$ cat src/rtl/miriscv_bus_pkg.sv
// Shared types and constants for the miriscv data-side peripheral bus.
// Holds the fabric state encoding, default window constants and the slot-index width helper.
package miriscv_bus_pkg;

   typedef enum logic [1:0] {IDLE, ACCESS, RESP} bus_state_e;

   localparam logic [31:0] PERIPH_BASE_DEFAULT = 32'h8000_0000;
   localparam logic [31:0] SLOT_SIZE_DEFAULT   = 32'h0000_1000;

   function automatic int slot_idx_w(input int n_slots);
      return (n_slots > 1) ? $clog2(n_slots) : 1;
   endfunction

endpackage

$ cat src/rtl/miriscv_bus_decoder.sv
// Combinational address decoder: byte address -> {slot index, mapped flag, in-slot offset}.
// Slot 0 is RAM (offset is the full address); slots 1.. are SLOT_SIZE windows above PERIPH_BASE.
module miriscv_bus_decoder
   import miriscv_bus_pkg::*;
#(
   parameter int          N_SLOTS     = 5,
   parameter int          RAM_SIZE    = 2048,
   parameter logic [31:0] PERIPH_BASE = PERIPH_BASE_DEFAULT,
   parameter logic [31:0] SLOT_SIZE   = SLOT_SIZE_DEFAULT
) (
   input  logic [31:0]                      addr,
   output logic [slot_idx_w(N_SLOTS)-1:0]   slot,
   output logic                             valid,
   output logic [31:0]                      offset
);

   localparam int          SLOT_W      = slot_idx_w(N_SLOTS);
   localparam int          SLOT_LOG2   = $clog2(SLOT_SIZE);
   localparam logic [31:0] RAM_LIMIT   = 32'(RAM_SIZE);
   localparam logic [31:0] PERIPH_SPAN = 32'(N_SLOTS - 1) * SLOT_SIZE;

   logic [31:0] rel;
   logic        in_ram;
   logic        in_periph;

   always_comb begin
      rel       = addr - PERIPH_BASE;
      in_ram    = addr < RAM_LIMIT;
      in_periph = (addr >= PERIPH_BASE) && (rel < PERIPH_SPAN);
      valid     = in_ram || in_periph;
      slot      = '0;
      offset    = addr & (SLOT_SIZE - 32'd1);
      if (in_ram) begin
         offset = addr;
      end else if (in_periph) begin
         // Peripheral slots start at index 1; slot 0 is reserved for RAM.
         slot = SLOT_W'((rel >> SLOT_LOG2) + 32'd1);
      end
   end

endmodule

$ cat src/rtl/miriscv_periph_bus.sv
// Registered request/acknowledge fabric between the core data port and RAM plus peripherals,
// with a per-access timeout watchdog, error responses and a saturating error counter.
module miriscv_periph_bus
   import miriscv_bus_pkg::*;
#(
   parameter int          N_SLOTS     = 5,
   parameter int          RAM_SIZE    = 2048,
   parameter logic [31:0] PERIPH_BASE = PERIPH_BASE_DEFAULT,
   parameter logic [31:0] SLOT_SIZE   = SLOT_SIZE_DEFAULT,
   parameter int          TIMEOUT     = 16
) (
   input  logic                    clk_i,
   input  logic                    rst_n_i,
   input  logic                    req_i,
   input  logic                    we_i,
   input  logic [3:0]              be_i,
   input  logic [31:0]             addr_i,
   input  logic [31:0]             wdata_i,
   output logic                    gnt_o,
   output logic                    rvalid_o,
   output logic [31:0]             rdata_o,
   output logic                    err_o,
   output logic [N_SLOTS-1:0]      s_req_o,
   output logic                    s_we_o,
   output logic [3:0]              s_be_o,
   output logic [31:0]             s_addr_o,
   output logic [31:0]             s_wdata_o,
   input  logic [32*N_SLOTS-1:0]   s_rdata_i,
   input  logic [N_SLOTS-1:0]      s_ack_i,
   output logic [15:0]             err_count_o
);

   localparam int SLOT_W  = slot_idx_w(N_SLOTS);
   localparam int TIMER_W = $clog2(TIMEOUT);

   bus_state_e          state_q, state_d;
   logic [SLOT_W-1:0]   dec_slot, slot_q;
   logic                dec_valid;
   logic [31:0]         dec_offset;
   logic [N_SLOTS-1:0]  dec_onehot;
   logic [TIMER_W-1:0]  timer_q;
   logic                accept, ack_sel, timeout_hit, to_resp, resp_err;
   logic [31:0]         resp_data;

   miriscv_bus_decoder #(
      .N_SLOTS     (N_SLOTS),
      .RAM_SIZE    (RAM_SIZE),
      .PERIPH_BASE (PERIPH_BASE),
      .SLOT_SIZE   (SLOT_SIZE)
   ) u_decoder (
      .addr   (addr_i),
      .slot   (dec_slot),
      .valid  (dec_valid),
      .offset (dec_offset)
   );

   always_ff @(posedge clk_i or negedge rst_n_i) begin
      if (!rst_n_i) state_q <= IDLE;
      else          state_q <= state_d;
   end

   always_comb begin
      state_d     = state_q;
      gnt_o       = 1'b0;
      accept      = 1'b0;
      resp_err    = 1'b0;
      resp_data   = '0;
      ack_sel     = s_ack_i[slot_q];
      timeout_hit = timer_q == TIMER_W'(TIMEOUT - 1);
      dec_onehot  = '0;
      dec_onehot[dec_slot] = 1'b1;
      case (state_q)
         IDLE: begin
            gnt_o  = req_i;
            accept = req_i;
            if (req_i) begin
               state_d  = dec_valid ? ACCESS : RESP;
               resp_err = !dec_valid;
            end
         end
         ACCESS: begin
            // An ack on the terminal timeout cycle still completes the access cleanly.
            if (ack_sel) begin
               state_d   = RESP;
               resp_data = s_we_o ? 32'd0 : s_rdata_i[32*slot_q +: 32];
            end else if (timeout_hit) begin
               state_d  = RESP;
               resp_err = 1'b1;
            end
         end
         RESP:    state_d = IDLE;
         default: state_d = IDLE;
      endcase
      to_resp = (state_d == RESP) && (state_q != RESP);
   end

   always_ff @(posedge clk_i or negedge rst_n_i) begin
      if (!rst_n_i) begin
         slot_q      <= '0;
         s_req_o     <= '0;
         s_we_o      <= 1'b0;
         s_be_o      <= '0;
         s_addr_o    <= '0;
         s_wdata_o   <= '0;
         timer_q     <= '0;
         rvalid_o    <= 1'b0;
         err_o       <= 1'b0;
         rdata_o     <= '0;
         err_count_o <= '0;
      end else begin
         rvalid_o <= to_resp;
         if (to_resp) begin
            err_o   <= resp_err;
            rdata_o <= resp_data;
            if (resp_err && (err_count_o != 16'hFFFF)) err_count_o <= err_count_o + 16'd1;
         end
         if (accept) begin
            slot_q    <= dec_slot;
            s_we_o    <= we_i;
            s_be_o    <= be_i;
            s_addr_o  <= dec_offset;
            s_wdata_o <= wdata_i;
            timer_q   <= '0;
            s_req_o   <= dec_valid ? dec_onehot : '0;
         end else if (state_q == ACCESS) begin
            if (state_d != ACCESS) s_req_o <= '0;
            else                   timer_q <= timer_q + TIMER_W'(1);
         end
      end
   end

endmodule
$ cat config.mk
export PLATFORM = sky130hd
export DESIGN_NAME = miriscv_periph_bus
export DESIGN_NICKNAME = d
export VERILOG_FILES = /design/src/rtl/miriscv_bus_pkg.sv /design/src/rtl/miriscv_bus_decoder.sv /design/src/rtl/miriscv_periph_bus.sv
export SDC_FILE = /design/constraint.sdc
export NUM_CORES = 1
export LEC_CHECK = 0
export ABC_AREA = 1
export ABC_CLOCK_PERIOD_IN_PS = 4700
export BUFFER_PORTS_ARGS = -buffer_cell sky130_fd_sc_hd__clkbuf_2
export CAP_MARGIN = 20
export CORE_AREA = 2 2 142 144
export CTS_BUF_LIST = sky130_fd_sc_hd__clkbuf_4
export CTS_CLUSTER_SIZE = 28
export DETAILED_ROUTE_END_ITERATION = 6
export DIE_AREA = 0 0 144 146
export GPL_ROUTABILITY_DRIVEN = 0
export PLACE_DENSITY = 0.77
export SLEW_MARGIN = 25
export SYNTH_ARGS = -nofsm -noshare
export SYNTH_HDL_FRONTEND = slang
export SYNTH_HIERARCHICAL = 1
export SYNTH_SLANG_ARGS = --single-unit
$ cat constraint.sdc
create_clock -name clk_i -period 4.7 [get_ports clk_i]
set_clock_uncertainty 0.15 [all_clocks]
set_input_delay 0 -clock clk_i [delete_from_list [all_inputs] [get_ports clk_i]]
set_output_delay 0 -clock clk_i [all_outputs]
set_load 0.02 [all_outputs]
### Yosys cells after proc, flatten, opt, wreduce, memory -nomap -nowiden

Index checks and enable logic that the tools add are counted.

| storage, ports and cells | value |
|---|---|
| flip-flop bits (word level) | 133 |
| latch bits | 0 |
| bits in writable memories | 0 |
| bits in read-only memories | 0 |
| input bits | 237 |
| output and inout port bits | 125 |
| word-level logic and storage cells | 69 |
| memories kept | 0 |

| cells by class | value |
|---|---|
| $add $sub $neg | 4 |
| multiply operators | 0 |
| divide/modulo/power cells | 0 |
| order comparisons | 6 |
| equality and inequality tests | 7 |
| shift-type cells | 1 |
| multiplexer cells | 27 |
| bitwise gates (word level) | 0 |
| reductions and logical operators | 12 |

Operators with widths:

| kind | count |
|---|---|
| $shiftx A160 B9 Y32 | 1 |
| $mux W32 | 4 |
| $ge A32 B32 Y1 const B | 1 |
| $lt A32 B12 Y1 const B | 1 |
| $lt A32 B15 Y1 const B | 1 |
| $sub A32 B32 Y32 const B | 1 |
| $mux W5 | 4 |
| $add A16 B1 Y16 const B | 1 |
| $ne A16 B16 Y1 const B | 1 |
| $mux W4 | 3 |
| $lt A3 B4 Y1 const B | 2 |
| $mux W2 | 4 |
| $mux W1 | 6 |
| $mux W3 | 2 |
| $reduce_and A2 Y1 | 3 |
| $add A4 B1 Y4 const B | 1 |
| $eq A4 B4 Y1 const B | 1 |
| $logic_and A1 B1 Y1 | 4 |
| $ne A2 B2 Y1 const B | 2 |
| $pmux W2 S2 | 1 |
| $reduce_bool A2 Y1 | 2 |
| $add A3 B1 Y3 const B | 1 |
| $bmux W1 S3 | 1 |
| $demux W1 S3 | 1 |
| other kinds (8) | 8 |

### Longest topological paths before layout

| logic depth | value |
|---|---|
| depth after elaboration | 11 |
| gate-level depth with buffers | 13 |
| depth with buffers taken out | 12 |

### Modules after synthesis

Netlist, hierarchy kept.

Modules (own cells, without submodules):

| module | instances | cells an instance | area an instance (um2) | sequential area each (um2) |
|---|---|---|---|---|
| miriscv_periph_bus | 1 | 962 | 6957.9 | 3328.2 |
| miriscv_bus_decoder | 1 | 69 | 427.9 | 0.0 |

### Worst setup path after synthesis

Ideal clock, no wire load.

| timing path | value |
|---|---|
| kind | reg-to-reg |
| from | register err_count_o[0] |
| to | register err_count_o[5] |
| setup time | 0.118 ns |
| data arrival time | 1.685 ns |
| data required time | 4.432 ns |
| setup slack | 2.748 ns |
| cell stages (with the launch flop) | 10 |
| buffers on the path | 1 |
| clock period less this slack | 1.952 ns |
| path through | dfrtp_1 ha_1 nand3_2 nor2_4 nand2_1 nor2_1 nand3_2 buf_2 nand3_1 nand2_1 |

| between the ends | value |
|---|---|
| cells in the longest elaborated chain, start to end | 3 |
| elaborated cells on any way between the ends | 4 |
| those cells by class | 1 x add/sub; 1 x eq/ne; 2 x reduce/logical |

RTL lines:

| element | RTL line | text |
|---|---|---|
| from (decl) | miriscv_periph_bus.sv:30 | `output logic [15:0] err_count_o` |
| from (signal assigned) | miriscv_periph_bus.sv:115 | `if (resp_err && (err_count_o != 16'hFFFF)) err_count_o <= err_count_o + 16'd1;` |
| branches (longest 3 deep; another with $add A16 B1 Y16) | -- |  |

Parallel ways; which one is timed is not known.
A chain may end at the register's enable or synchronous reset.

### Worst setup path in the final report

| timing path | value |
|---|---|
| from | input port addr_i[19] |
| to | register s_req_o[3] |

| between the ends | value |
|---|---|
| elaborated cells on any way between the ends | 21 |
| those cells by class | 1 x add/sub; 5 x order compare; 1 x eq/ne; 9 x mux; 5 x reduce/logical |

RTL lines:

| element | RTL line | text |
|---|---|---|
| from (decl) | miriscv_periph_bus.sv:17 | `input logic [31:0] addr_i,` |
| $sub A32 B32 Y32 | miriscv_bus_decoder.sv:27 | `rel = addr - PERIPH_BASE;` |
| $lt A32 B15 Y1 | miriscv_bus_decoder.sv:29 | `in_periph = (addr >= PERIPH_BASE) && (rel < PERIPH_SPAN);` |
| $logic_and A1 B1 Y1 | miriscv_bus_decoder.sv:29 |  |
| $logic_or A1 B1 Y1 * | miriscv_bus_decoder.sv:30 | `valid = in_ram \|\| in_periph;` |
| via dec_valid | miriscv_periph_bus.sv:38 | `logic dec_valid;` |
| $mux W2 | miriscv_periph_bus.sv:77 | `state_d = dec_valid ? ACCESS : RESP;` |
| $mux W2 | miriscv_periph_bus.sv:76 | `if (req_i) begin` |
| $pmux W2 S2 | miriscv_periph_bus.sv:72 | `case (state_q)` |
| $ne A2 B1 Y1 | miriscv_periph_bus.sv:126 | `if (state_d != ACCESS) s_req_o <= '0;` |
| $reduce_bool A2 Y1 (no line) | -- |  |
| $reduce_and A2 Y1 (no line) | -- |  |
| to (signal assigned) | miriscv_periph_bus.sv:124 | `s_req_o <= dec_valid ? dec_onehot : '0;` |
| to (decl) | miriscv_periph_bus.sv:23 | `output logic [N_SLOTS-1:0] s_req_o,` |

The timed path passes the listed nets; every way through them passes the cells marked *.

==> impl_metrics.json <==
{
  "status": "completed",
  "finalHoldViolations": 0,
  "r2r_setup_slack_ps": 1240,
  "slew_headroom": 0.366,
  "ys_seq_area_frac": 0.451,
  "finalWirelength_um": 27300,
  "syn_area_per_cell_um2": 7.16,
  "overflow": 0,
  "worstSkewPairLatency_ps": 520,
  "synth_top_cell_by_area": "dfrtp_1",
  "grt_max_degree": 79,
  "die_h_um": 146,
  "cp-start-kind": "primary input",
  "initial_core_util": 0.382,
  "drtPass1Iterations": 5,
  "tightest_slew_ps": 949,
  "rr_endpoint": "s_req_o[1]",
  "synth_edf_count": 0,
  "max-clock-path-buffers": 2,
  "synth-async-reset-ratio": 1.00,
  "critPathRequiredTime_ps": 5030,
  "syn-cell-area_mm2": 0.00739,
  "synthTopCellsByArea": "dfrtp_1 (45%), nand2_1 (22%), nand3_1 (7.0%), o21ai_0 (4.7%), nor2_1 (4.6%)",
  "synth_top_family_by_area": "simple AND/OR/NAND/NOR gates",
  "hold_path.class": "primary input to register",
  "arrival_ps": 4520,
  "post_cts_buffers": 0,
  "yosys_warnings": 6,
  "io_pins": 362,
  "synth_compound_area_frac": 0.0745,
  "worst-path-max-fanout": 4,
  "synthMuxAreaShare": 0,
  "vdd_ir_drop_max_mv": 0.156,
  "period_share": 0.892,
  "drt_iter0_drc": 507,
  "port_buffers": 361,
  "worst-setup-path-type": "primary input to register",
  "pre_cts_slack_ps": 2060,
  "antenna_found_initial": 8,
  "ys_types": 30,
  "cts_tree": "built",
  "fin_ws_ps": 509,
  "dr_total_vias": 8970,
  "ant_nets": 0,
  "dieArea_mm2": 0.0210,
  "max-cap-violations": 0,
  "endpoint": "s_req_o[3]",
  "area_delta_synth_final_pct": 52.5,
  "crit_path_start": "addr_i[19]",
  "numCtsBuffers": 17,
  "ctsRootBufferMaster": "clkbuf_4",
  "timing.rr.start": "slot_q[1]",
  "synth_xor_area_frac": 0.0130,
  "row_count": 51,
  "clk_pin_slew_ps": 140,
  "grt_pass1_wl_um": 43700,
  "rsz0062_at_grt": "false",
  "p_total_w": 0.00283,
  "wl_per_cell_um": 15.1,
  "timing.final.crit_period_ps": 4190,
  "synth_fa_ha_area_frac": 0.00678,
  "power_density_mw_per_mm2": 252,
  "grt.total_usage": 0.261,
  "final_cell_area_mm2": 0.0113,
  "cts_sinks": 133,
  "grt_pass1_vias": 8938,
  "die_x_um": 144,
  "fillers": 1636,
  "slew_viol_final": 0,
  "whs_ps": 59.8,
  "drcViolationCount": 0,
  "ys_ff_latch": 133,
  "synth_ff_type": "dfrtp_1",
  "yosys.area.top_type_share": 0.451,
  "setup_viol": 0,
  "setup-tns-final_ps": 0,
  "postSynthCellCount": 1031,
  "nets": 1763,
  "synthSimpleGateAreaFrac": 0.371,
  "place_area_mm2": 0.00918,
  "p_leak_nw": 6.30,
  "htree_levels": 4,
  "vias_per_cell": 4.96,
  "drive_gt1_frac": 0.282,
  "ff2ff_path_depth": 11,
  "clock.fmax_mhz": 239,
  "end_kind": "register",
  "core_region_area_mm2": 0.0193,
  "dp_hpwl_um": 17100
}
[synth_stat cells, types with 5 or more instances]
cell type  count
clkbuf_1      30
buf_4         35
buf_1         11
xor2_1         9
o21ai_0       70
nor3_1         7
nand4_1        8
o22ai_1       32
nand3_1      104
buf_2         12
nor2_1        91
inv_1         26
nand2_1      428
inv_2          5
dfrtp_1      133
[cell usage in the layout (no fill, tap or decap), drive strengths merged, types with 4 or more instances in the layout]
master | netlist | routed
nand2 | 433 | 433
clkbuf | 30 | 378
dlygate4sd3 | 0 | 173
dfrtp | 133 | 133
nand3 | 108 | 108
nor2 | 95 | 95
o21ai | 70 | 70
inv | 31 | 38
o22ai | 32 | 32
conb | 1 | 18
buf | 60 | 12
nor3 | 11 | 11
xor2 | 9 | 9
diode | 0 | 8
nand4 | 8 | 8
ha | 4 | 4
[logic make-up after synthesis]
family / Yosys count
buf+inv: 122
xor+xnor: 11
fa+ha+maj: 4
flops: 133
compound gates: 102
simple gates: 658
other cells: 1
[stage by stage]
stage | cells | utilization
4_1_cts | 1801 | 0.582
2_1_floorplan | 1048 | -
3_3_place_gp | 1594 | 0.475
5_1_grt | 1807 | 0.582
3_5_place_dp | 1594 | 0.475
6_report | 1808 | 0.583
[worst max-delay path: stages]
cell and delay, ps:
dlygate4sd3_1 530, clkbuf_2 100, nor2_1 60, dlygate4sd3_1 550
nand2_1 90, dlygate4sd3_1 590, nor2_2 100, dlygate4sd3_1 590
nand3_2 120, dlygate4sd3_1 580, nand2_1 120, inv_1 90
nor3_1 250, nand3_1 110, nand2_1 90, dlygate4sd3_1 540
[where the power goes]
group          total, W  switching, W  internal (W)
clock          0.000813      0.000478      0.000335
sequential      0.00133     0.0000857       0.00124
combinational  0.000695      0.000392      0.000302
total           0.00283      0.000956       0.00188
[cell type report]
class	instances	area, um2	share of cell area
Multi-Input combinational cell	793	3510	0.312
Tap cell	265	332	0.0294
Sequential cell	133	3330	0.296
Clock inverter	14	164	0.0146
Antenna cell	8	20.0	0.00178
Inverter	32	120	0.0107
Timing Repair Buffer	545	3650	0.324
Clock buffer	18	135	0.0120
[flip-flops by register name (all words and copies together) (netlist names)]
signal       count
err_count_o     16
rdata_o         32
rvalid_o         1
s_wdata_o       32
err_o            1
s_req_o          5
slot_q           3
s_we_o           1
state_q          2
s_be_o           4
timer_q          4
s_addr_o        32
[per-layer routing]
metal	share of wire	vias up	GRT usage
met5	0	-	0
met4	0.053	0	0.159
met3	0.089	101	0.0724
met2	0.48	512	0.429
met1	0.38	4106	0.301
li1	-	4251	-
[repair_timing]
action | in CTS | in global routing
hold endpoints to repair | 192 | 0
hold buffers | 175 | 0
resized for setup | 0 | 1
endpoints found under the setup margin | 0 | 1
[how the worst min path moves through the flow]
stage / cells past startpoint / to / start / slack [ps]
final: 8 / state_q[0] / s_ack_i[3] / 60
after global routing: 4 / s_wdata_o[4] / wdata_i[4] / 10
after CTS: 8 / state_q[0] / s_ack_i[3] / 0.1
after detailed placement: 1 / s_addr_o[23] / rst_n_i / -70
after global placement: 1 / s_addr_o[10] / rst_n_i / -70
after floorplan: 0 / err_count_o[0] / rst_n_i / -450
(Power assumes the default switching activity.)
